$ cat config.mk
export PLATFORM = sky130hd
export DESIGN_NAME = fetch_queue
export DESIGN_NICKNAME = d
export VERILOG_FILES = /design/src/rtl/fetch_queue.sv
export SDC_FILE = /design/constraint.sdc
export NUM_CORES = 1
export LEC_CHECK = 0
export BUFFER_PORTS_ARGS = -buffer_cell sky130_fd_sc_hd__buf_2
export CORE_MARGIN = 3
export CORE_UTILIZATION = 25
export DETAILED_ROUTE_END_ITERATION = 6
export PLACE_DENSITY_LB_ADDON = 0.25
export RECOVER_POWER = 25
export SETUP_SLACK_MARGIN = 0.3
export SLEW_MARGIN = 20
export SYNTH_ARGS = -nofsm -noshare
export SYNTH_HDL_FRONTEND = slang
export SYNTH_SLANG_ARGS = --single-unit
$ cat constraint.sdc
create_clock -name clk -period 3.82 [get_ports clk]
set_clock_uncertainty 0.15 [all_clocks]
set_input_delay 0.764 -clock clk [delete_from_list [all_inputs] [get_ports clk]]
set_output_delay 0.764 -clock clk [all_outputs]
set_load 0.03 [all_outputs]
$ cat src/rtl/fetch_queue.sv
// Four-entry (DEPTH) bundle FIFO between fetch and decode with single-cycle flush.
// Storage is an array of per-entry register slices; the head entry is read combinationally.

module fq_entry #(
  parameter int W = 8
) (
  input  logic         clk,
  input  logic         reset,
  input  logic         we,
  input  logic [W-1:0] d,
  output logic [W-1:0] q
);
  always_ff @(posedge clk or negedge reset)
    if (!reset)  q <= '0;
    else if (we) q <= d;
endmodule

module fetch_queue #(
  parameter int DEPTH    = 4,
  parameter int ADDR_LEN = 32,
  parameter int INSN_LEN = 32,
  parameter int BHR_LEN  = 10,
  localparam int PTR_W   = $clog2(DEPTH),
  localparam int CNT_W   = PTR_W + 1
) (
  input  logic                clk,
  input  logic                reset,
  input  logic                if_valid,
  input  logic [ADDR_LEN-1:0] if_pc,
  input  logic [ADDR_LEN-1:0] if_npc,
  input  logic [INSN_LEN-1:0] if_inst1,
  input  logic [INSN_LEN-1:0] if_inst2,
  input  logic                if_invalid2,
  input  logic                if_predict_cond,
  input  logic [BHR_LEN-1:0]  if_bhr,
  output logic                if_ready,
  output logic                id_valid,
  input  logic                id_ready,
  output logic [ADDR_LEN-1:0] id_pc,
  output logic [ADDR_LEN-1:0] id_npc,
  output logic [INSN_LEN-1:0] id_inst1,
  output logic [INSN_LEN-1:0] id_inst2,
  output logic                id_invalid2,
  output logic                id_predict_cond,
  output logic [BHR_LEN-1:0]  id_bhr,
  input  logic                prmiss,
  output logic [CNT_W-1:0]    count
);

  typedef struct packed {
    logic [ADDR_LEN-1:0] pc;
    logic [ADDR_LEN-1:0] npc;
    logic [INSN_LEN-1:0] inst1;
    logic [INSN_LEN-1:0] inst2;
    logic                invalid2;
    logic                predict_cond;
    logic [BHR_LEN-1:0]  bhr;
  } bundle_t;

  localparam int BW = $bits(bundle_t);

  logic [PTR_W-1:0]          wp, rp;
  logic [CNT_W-1:0]          cnt;
  logic                      push, pop;
  bundle_t                   wr_b, head;
  logic [DEPTH-1:0][BW-1:0]  ent_q;

  // Handshake flags depend on registered occupancy only, never on the peer's strobe.
  assign if_ready = (cnt != CNT_W'(DEPTH));
  assign id_valid = (cnt != '0);
  assign push     = if_valid && if_ready && !prmiss;
  assign pop      = id_valid && id_ready && !prmiss;
  assign count    = cnt;

  assign wr_b = '{pc: if_pc, npc: if_npc, inst1: if_inst1, inst2: if_inst2,
                  invalid2: if_invalid2, predict_cond: if_predict_cond, bhr: if_bhr};

  for (genvar i = 0; i < DEPTH; i++) begin : g_ent
    fq_entry #(.W(BW)) u_ent (
      .clk   (clk),
      .reset (reset),
      .we    (push && (wp == PTR_W'(i))),
      .d     (wr_b),
      .q     (ent_q[i])
    );
  end

  // Flush clears only the bookkeeping; stale entries are unreachable once count is 0.
  always_ff @(posedge clk or negedge reset) begin
    if (!reset) begin
      wp  <= '0;
      rp  <= '0;
      cnt <= '0;
    end else if (prmiss) begin
      wp  <= '0;
      rp  <= '0;
      cnt <= '0;
    end else begin
      if (push) wp <= wp + PTR_W'(1);
      if (pop)  rp <= rp + PTR_W'(1);
      case ({push, pop})
        2'b10:   cnt <= cnt + CNT_W'(1);
        2'b01:   cnt <= cnt - CNT_W'(1);
        default: cnt <= cnt;
      endcase
    end
  end

  assign head            = bundle_t'(ent_q[rp]);
  assign id_pc           = head.pc;
  assign id_npc          = head.npc;
  assign id_inst1        = head.inst1;
  assign id_inst2        = head.inst2;
  assign id_invalid2     = head.invalid2;
  assign id_predict_cond = head.predict_cond;
  assign id_bhr          = head.bhr;

endmodule

== Word level (Yosys, flattened, before mapping) ==
Index checks and enable logic that the tools add are counted.

* Flip-flop bits (word level): 567
* Input bits: 145
* Output and inout bits: 145
* Logic and storage cells: 40

* Add/sub/neg operators: 4
* $lt $le $gt $ge: 1
* Equality and inequality tests: 6
* Multiplexer cells: 8
* Reduce and logical (&&, ||, !) cells: 14

{| class="wikitable"
|+ Operators by type and width
! operator !! number
|-
| binary-select mux 140 bit (select 2 bit) || 1
|-
| two-way mux 140 bit || 1
|-
| logical AND 1 bit || 8
|-
| two-way mux 2 bit || 4
|-
| equality test 2 bit (second input constant) || 3
|-
| one-hot mux 3 bit (2 select lines) || 1
|-
| nonzero test 3 bit || 2
|-
| adder 2 x 1 -> 2 bit (second input constant) || 2
|-
| equality test 2 x 1 -> 1 bit (second input constant) || 2
|-
| nonzero test 2 bit || 2
|-
| adder 3 x 1 -> 3 bit (second input constant) || 1
|-
| < comparator 2 x 3 -> 1 bit (second input constant) || 1
|-
| two-way mux 3 bit || 1
|-
| != test 3 bit (second input constant) || 1
|-
| subtractor 3 x 1 -> 3 bit (second input constant) || 1
|-
| zero test 2 bit || 1
|-
| zero test 1 bit || 1
|}

== Logic depth before layout (Yosys ltp) ==
* Word-level depth: 6
* Depth in mapped cells: 8
* Mapped depth without buffers: 7

== Modules after synthesis ==
From an unflattened synthesis, not the netlist that was laid out.

* Cell total of the unflattened synthesis: 1424
* Area total of the unflattened synthesis: 26396.6 µm²

{| class="wikitable"
|+ Modules (own cells, without submodules)
! module !! times used !! cells each !! area an instance (µm²) !! sequential area each (µm²)
|-
| fq_entry || 4 || 296 || 5614.1 || 3503.4
|-
| fetch_queue || 1 || 240 || 3940.0 || 175.2
|}

== Worst setup path after synthesis ==
Ideal clock, no wire load.

* Kind: flip-flop to output port
* Start: register rp[0]
* End: output port id_inst1[10]
* Arrival time: 1.557 ns
* Required time: 2.906 ns
* Slack: 1.349 ns
* Stages on the path, launching flop included: 5
* Path buffers: 3
* Cells stage by stage: dfrtp_1 -> buf_2 -> buf_2 -> buf_2 -> mux4_2

* Word-level cells in the longest chain between the ends: 2

{| class="wikitable"
|+ RTL lines
! element !! RTL line !! RTL
|-
| start, declared || 62 || <nowiki>logic [PTR_W-1:0] wp, rp;</nowiki>
|-
| start signal, assigned || 100 || <nowiki>if (pop) rp <= rp + PTR_W'(1);</nowiki>
|-
| binary-select mux 140 bit (select 2 bit) || 109 || <nowiki>assign head = bundle_t'(ent_q[rp]);</nowiki>
|-
| two-way mux 140 bit (not written as such) || 109 ||
|-
| end, declared || 41 || <nowiki>output logic [INSN_LEN-1:0] id_inst1,</nowiki>
|}

Every way passes these cells. The select of a mux whose other input is x is not followed.

== Worst setup path after layout ==
* Start: register rp[1]
* End: output port id_npc[20]

* Word-level cells in the longest chain between the ends: 2

{| class="wikitable"
|+ RTL lines
! element !! RTL line !! RTL
|-
| binary-select mux 140 bit (select 2 bit) || 109 ||
|-
| two-way mux 140 bit (not written as such) || 109 ||
|-
| end, declared || 40 || <nowiki>output logic [ADDR_LEN-1:0] id_npc,</nowiki>
|}

Every way passes these cells. The select of a mux whose other input is x is not followed.

==> summary.md <==
| Metric | Value |
|---|---|
| Startpoint Class | `flip-flop` |
| CTS tree | `yes` |
| Post-route cell area | `approximately 32,000 µm²` |
| Pin count of the biggest net entering global routing | `just under 90` |
| Chip width | `roughly 330 µm` |
| Worst skew pair latency | `~600 ps` |
| Residual DRC count | `0` |
| Placed instance count | `a little over 3,000` |
| HP Class | `in2reg` |
| Reg2reg path depth | `5` |
| Register area share after synthesis | `53.0%` |
| WS Path Type | `reg2out` |
| Commonest non-fill, non-tap cells in the layout | `dfrtp_1, mux2_4, buf_2, mux2_2, mux4_2` |
| Nets | `about 1,900` |
| Root Buffer | `clkbuf_16` |
| Setup Viol. Count Final | `0` |
| Synth unique cells | `36` |
| Number of vias per cell | `between 4 and 5` |
| Total global routing track utilization | `roughly 12%` |
| Switching portion of total power | `between 30% and 40%` |
| Worst Hold Launch | `if_inst2[3]` |
| Status | `complete, but fails checks` |
| Clock buffer depth | `3` |
| Combinational fraction of design power | `between 30% and 40%` |
| Synthesis-to-layout area growth | `17.8%` |
| Reg2Reg Launch Point | `count[2]` |
| Total power draw | `approximately 0.022 W` |
| CTS sink count | `approximately 570` |
| Synthesized area | `26,800 µm²` |
| Clock power share | `28.2%` |
| Final Hold Fails | `0` |
| Dpl ws | `slightly below 700 ps` |
| Initial antenna violation count | `16` |
| Syn. warnings | `0` |
| Average size of a mapped cell | `18.8 µm²` |
| Flops & latches, synth | `roughly 570` |
| H-tree levels | `3` |
| Post-Syn Instances | `~1,400` |
| Sequential power share | `around two fifths` |
| Worst-path maximum fanout | `28` |
| CTS Buf Count | `70` |
| RD Place Congestion | `just over 0.7` |
| Layout cells sized above 1 | `between 60% and 70%` |
| Storage cell area | `about 14,000 µm²` |
| Multi-input logic area | `roughly 11,000 µm²` |
| Worst EP required | `between 2000 and 3000 ps` |
| Core Region | `106,000 µm²` |
| Crit path DAT | `~2400 ps` |
| IO Pins | `just under 300` |
| Crit end category | `output pin` |
| Ys async rst share | `100%` |
| Failing checks | `capacitance limit, slew limit` |
| Setup WS post-layout | `between 500 and 600 ps` |
| Max-slew violations | `76` |
| Post-synth EDFFs | `0` |
| Commonest non-fill, non-tap cell in the layout | `dfrtp_1` |
| PwrDens | `roughly 700 nW/µm²` |
| Vias in the first global route | `around 16,000` |
| FF-to-FF End | `g_ent[3].u_ent.q[139]` |
| Syn nets | `about 1,600` |
| Final worst-path cycle share | `between 80 and 90%` |
| Routed WL per cell | `between 20 and 25 µm` |
| Violation count after the first detailed-route iteration | `648` |
| Peak Freq | `roughly 300 MHz` |
| Int Pwr | `roughly 0.015 W` |
| Max_cap viols | `1` |
| Post-CTS Hold Buffers | `0` |
| Via count | `13,800` |
| TritonRoute pass-1 iters | `4` |
| Static leakage | `roughly 15 nW` |
| Routed Antenna Nets | `0` |
| Worst Hold Endpoint | `g_ent[0].u_ent.q[15]` |
| First-pass GRT wire length | `104 mm` |
| Initial Util | `approximately a quarter` |
| Filler cells | `around 10,000` |
| Final wirelength | `66.3 mm` |
| Min cycle time layout | `3320 ps` |
| Die area | `111,000 µm²` |
| Worst reg2reg setup slack | `roughly 1300 ps` |
| VDD IR max | `roughly 370 µV` |
| Hold path cells | `2` |
| Placed Area | `around 30,000 µm²` |
| Net load switching power | `approximately 0.0066 W` |
| Setup TNS | `0 ps` |
| Worst-path clk slew | `about 60 ps` |
| Slew @ Worst Pin | `between 2000 and 2500 ps` |
| RSZ-0062 raised after global routing | `no` |
| IO Port Bufs | `around 290` |
| Non-Filler Instances | `approximately 3,200` |
| Ys flop type | `dfrtp_1` |
| Die height | `between 300 and 400 µm` |
| Grt total ovfl | `0` |
| Max-Slew Margin vs Limit | `-63.2%` |
| Final HPWL DP | `around 41 mm` |
| Core Rows | `119` |
[power by group through the flow]
stage / combinational, W / sequential [W] / clock (W)
finish: 0.00682 / 0.00896 / 0.00621
global route: 0.00724 / 0.00920 / 0.00672
CTS: 0.00696 / 0.00896 / 0.00650
detailed placement: 0.00689 / 0.00904 / 0
global placement: 0.00675 / 0.00892 / 0
floorplan: 0.00546 / 0.00862 / 0
[worst max path at each step]
stage / end / start / slack, ps / depth (start not counted)
3_5_place_dp: g_ent[2].u_ent.q[57] / if_valid / 690 / 5
3_3_place_gp: g_ent[2].u_ent.q[63] / if_valid / 740 / 5
6_report: id_npc[20] / rp[1] / 500 / 3
5_1_grt: g_ent[3].u_ent.q[105] / reset / 180 / 2
2_1_floorplan: id_inst1[10] / rp[0] / 1350 / 4
4_1_cts: id_npc[20] / rp[1] / 350 / 3
[cells in the mapped netlist, types with 3 or more instances]
cell	instances	area share (%)
buf_2	25	0.47
inv_1	5	0.070
clkbuf_1	9	0.13
buf_4	17	0.48
ha_1	4	0.19
mux2_2	160	6.7
o21ai_0	3	0.056
mux4_2	140	12
buf_12	44	3.3
nand3_4	4	0.26
dfrtp_1	567	53
a21oi_1	5	0.093
mux2_4	400	22
nor2_1	5	0.070
buf_6	3	0.13
nand2b_1	4	0.093
nand3_1	3	0.056
[registers in the layout, indices dropped and copies added, names as in the netlist]
signal	cells
count	3
g_ent.u_ent.q	560
rp	2
wp	2
[routing by layer]
metal / up-vias / part of all wire [%] / track usage, % / wire [µm]
met5: - / 0.11 / 0 / 70
met4: 10 / 2.7 / 4.13 / 1770
met3: 112 / 4.5 / 2.83 / 2950
met2: 255 / 49 / 19.9 / 32200
met1: 7466 / 44 / 15.6 / 29300
li1: 5932 / - / - / -
[layout make-up]
class	instances	share of cell area, %
Clock inverter	14	0.361
Inverter	6	0.0793
Clock buffer	104	6.34
Timing Repair Buffer	339	6.60
Antenna cell	10	0.0793
Tap cell	1391	5.52
Sequential cell	567	45.0
Multi-Input combinational cell	749	36.0
[cell families after synthesis]
| family | count (synthesis) | share of synthesized area [%] |
|---|---|---|
| compound gates | 17 | 0.421 |
| xor+xnor | 3 | 0.0981 |
| fa+ha+maj | 5 | 0.262 |
| buf+inv | 105 | 4.59 |
| flops | 567 | 53.0 |
| mux | 700 | 40.9 |
| simple gates | 24 | 0.710 |
[worst max-delay path: stages, from the launching register on]
cell and delay (ps):
dfrtp_4 860, buf_12 300, mux4_2 380, buf_2 200
[metrics by stage]
step	hold slack [ps]	util (%)
3_5_place_dp	337	27.8
5_1_grt	238	29.8
2_1_floorplan	318	-
4_1_cts	15.9	29.8
6_report	283	29.8
3_3_place_gp	331	27.8
[repair_timing]
item | CTS | global route
endpoints found under the setup margin | 76 | 0
resized for setup | 1 | 0
buffers inserted | 3 | 0
Power figures use the tool's default switching activity.
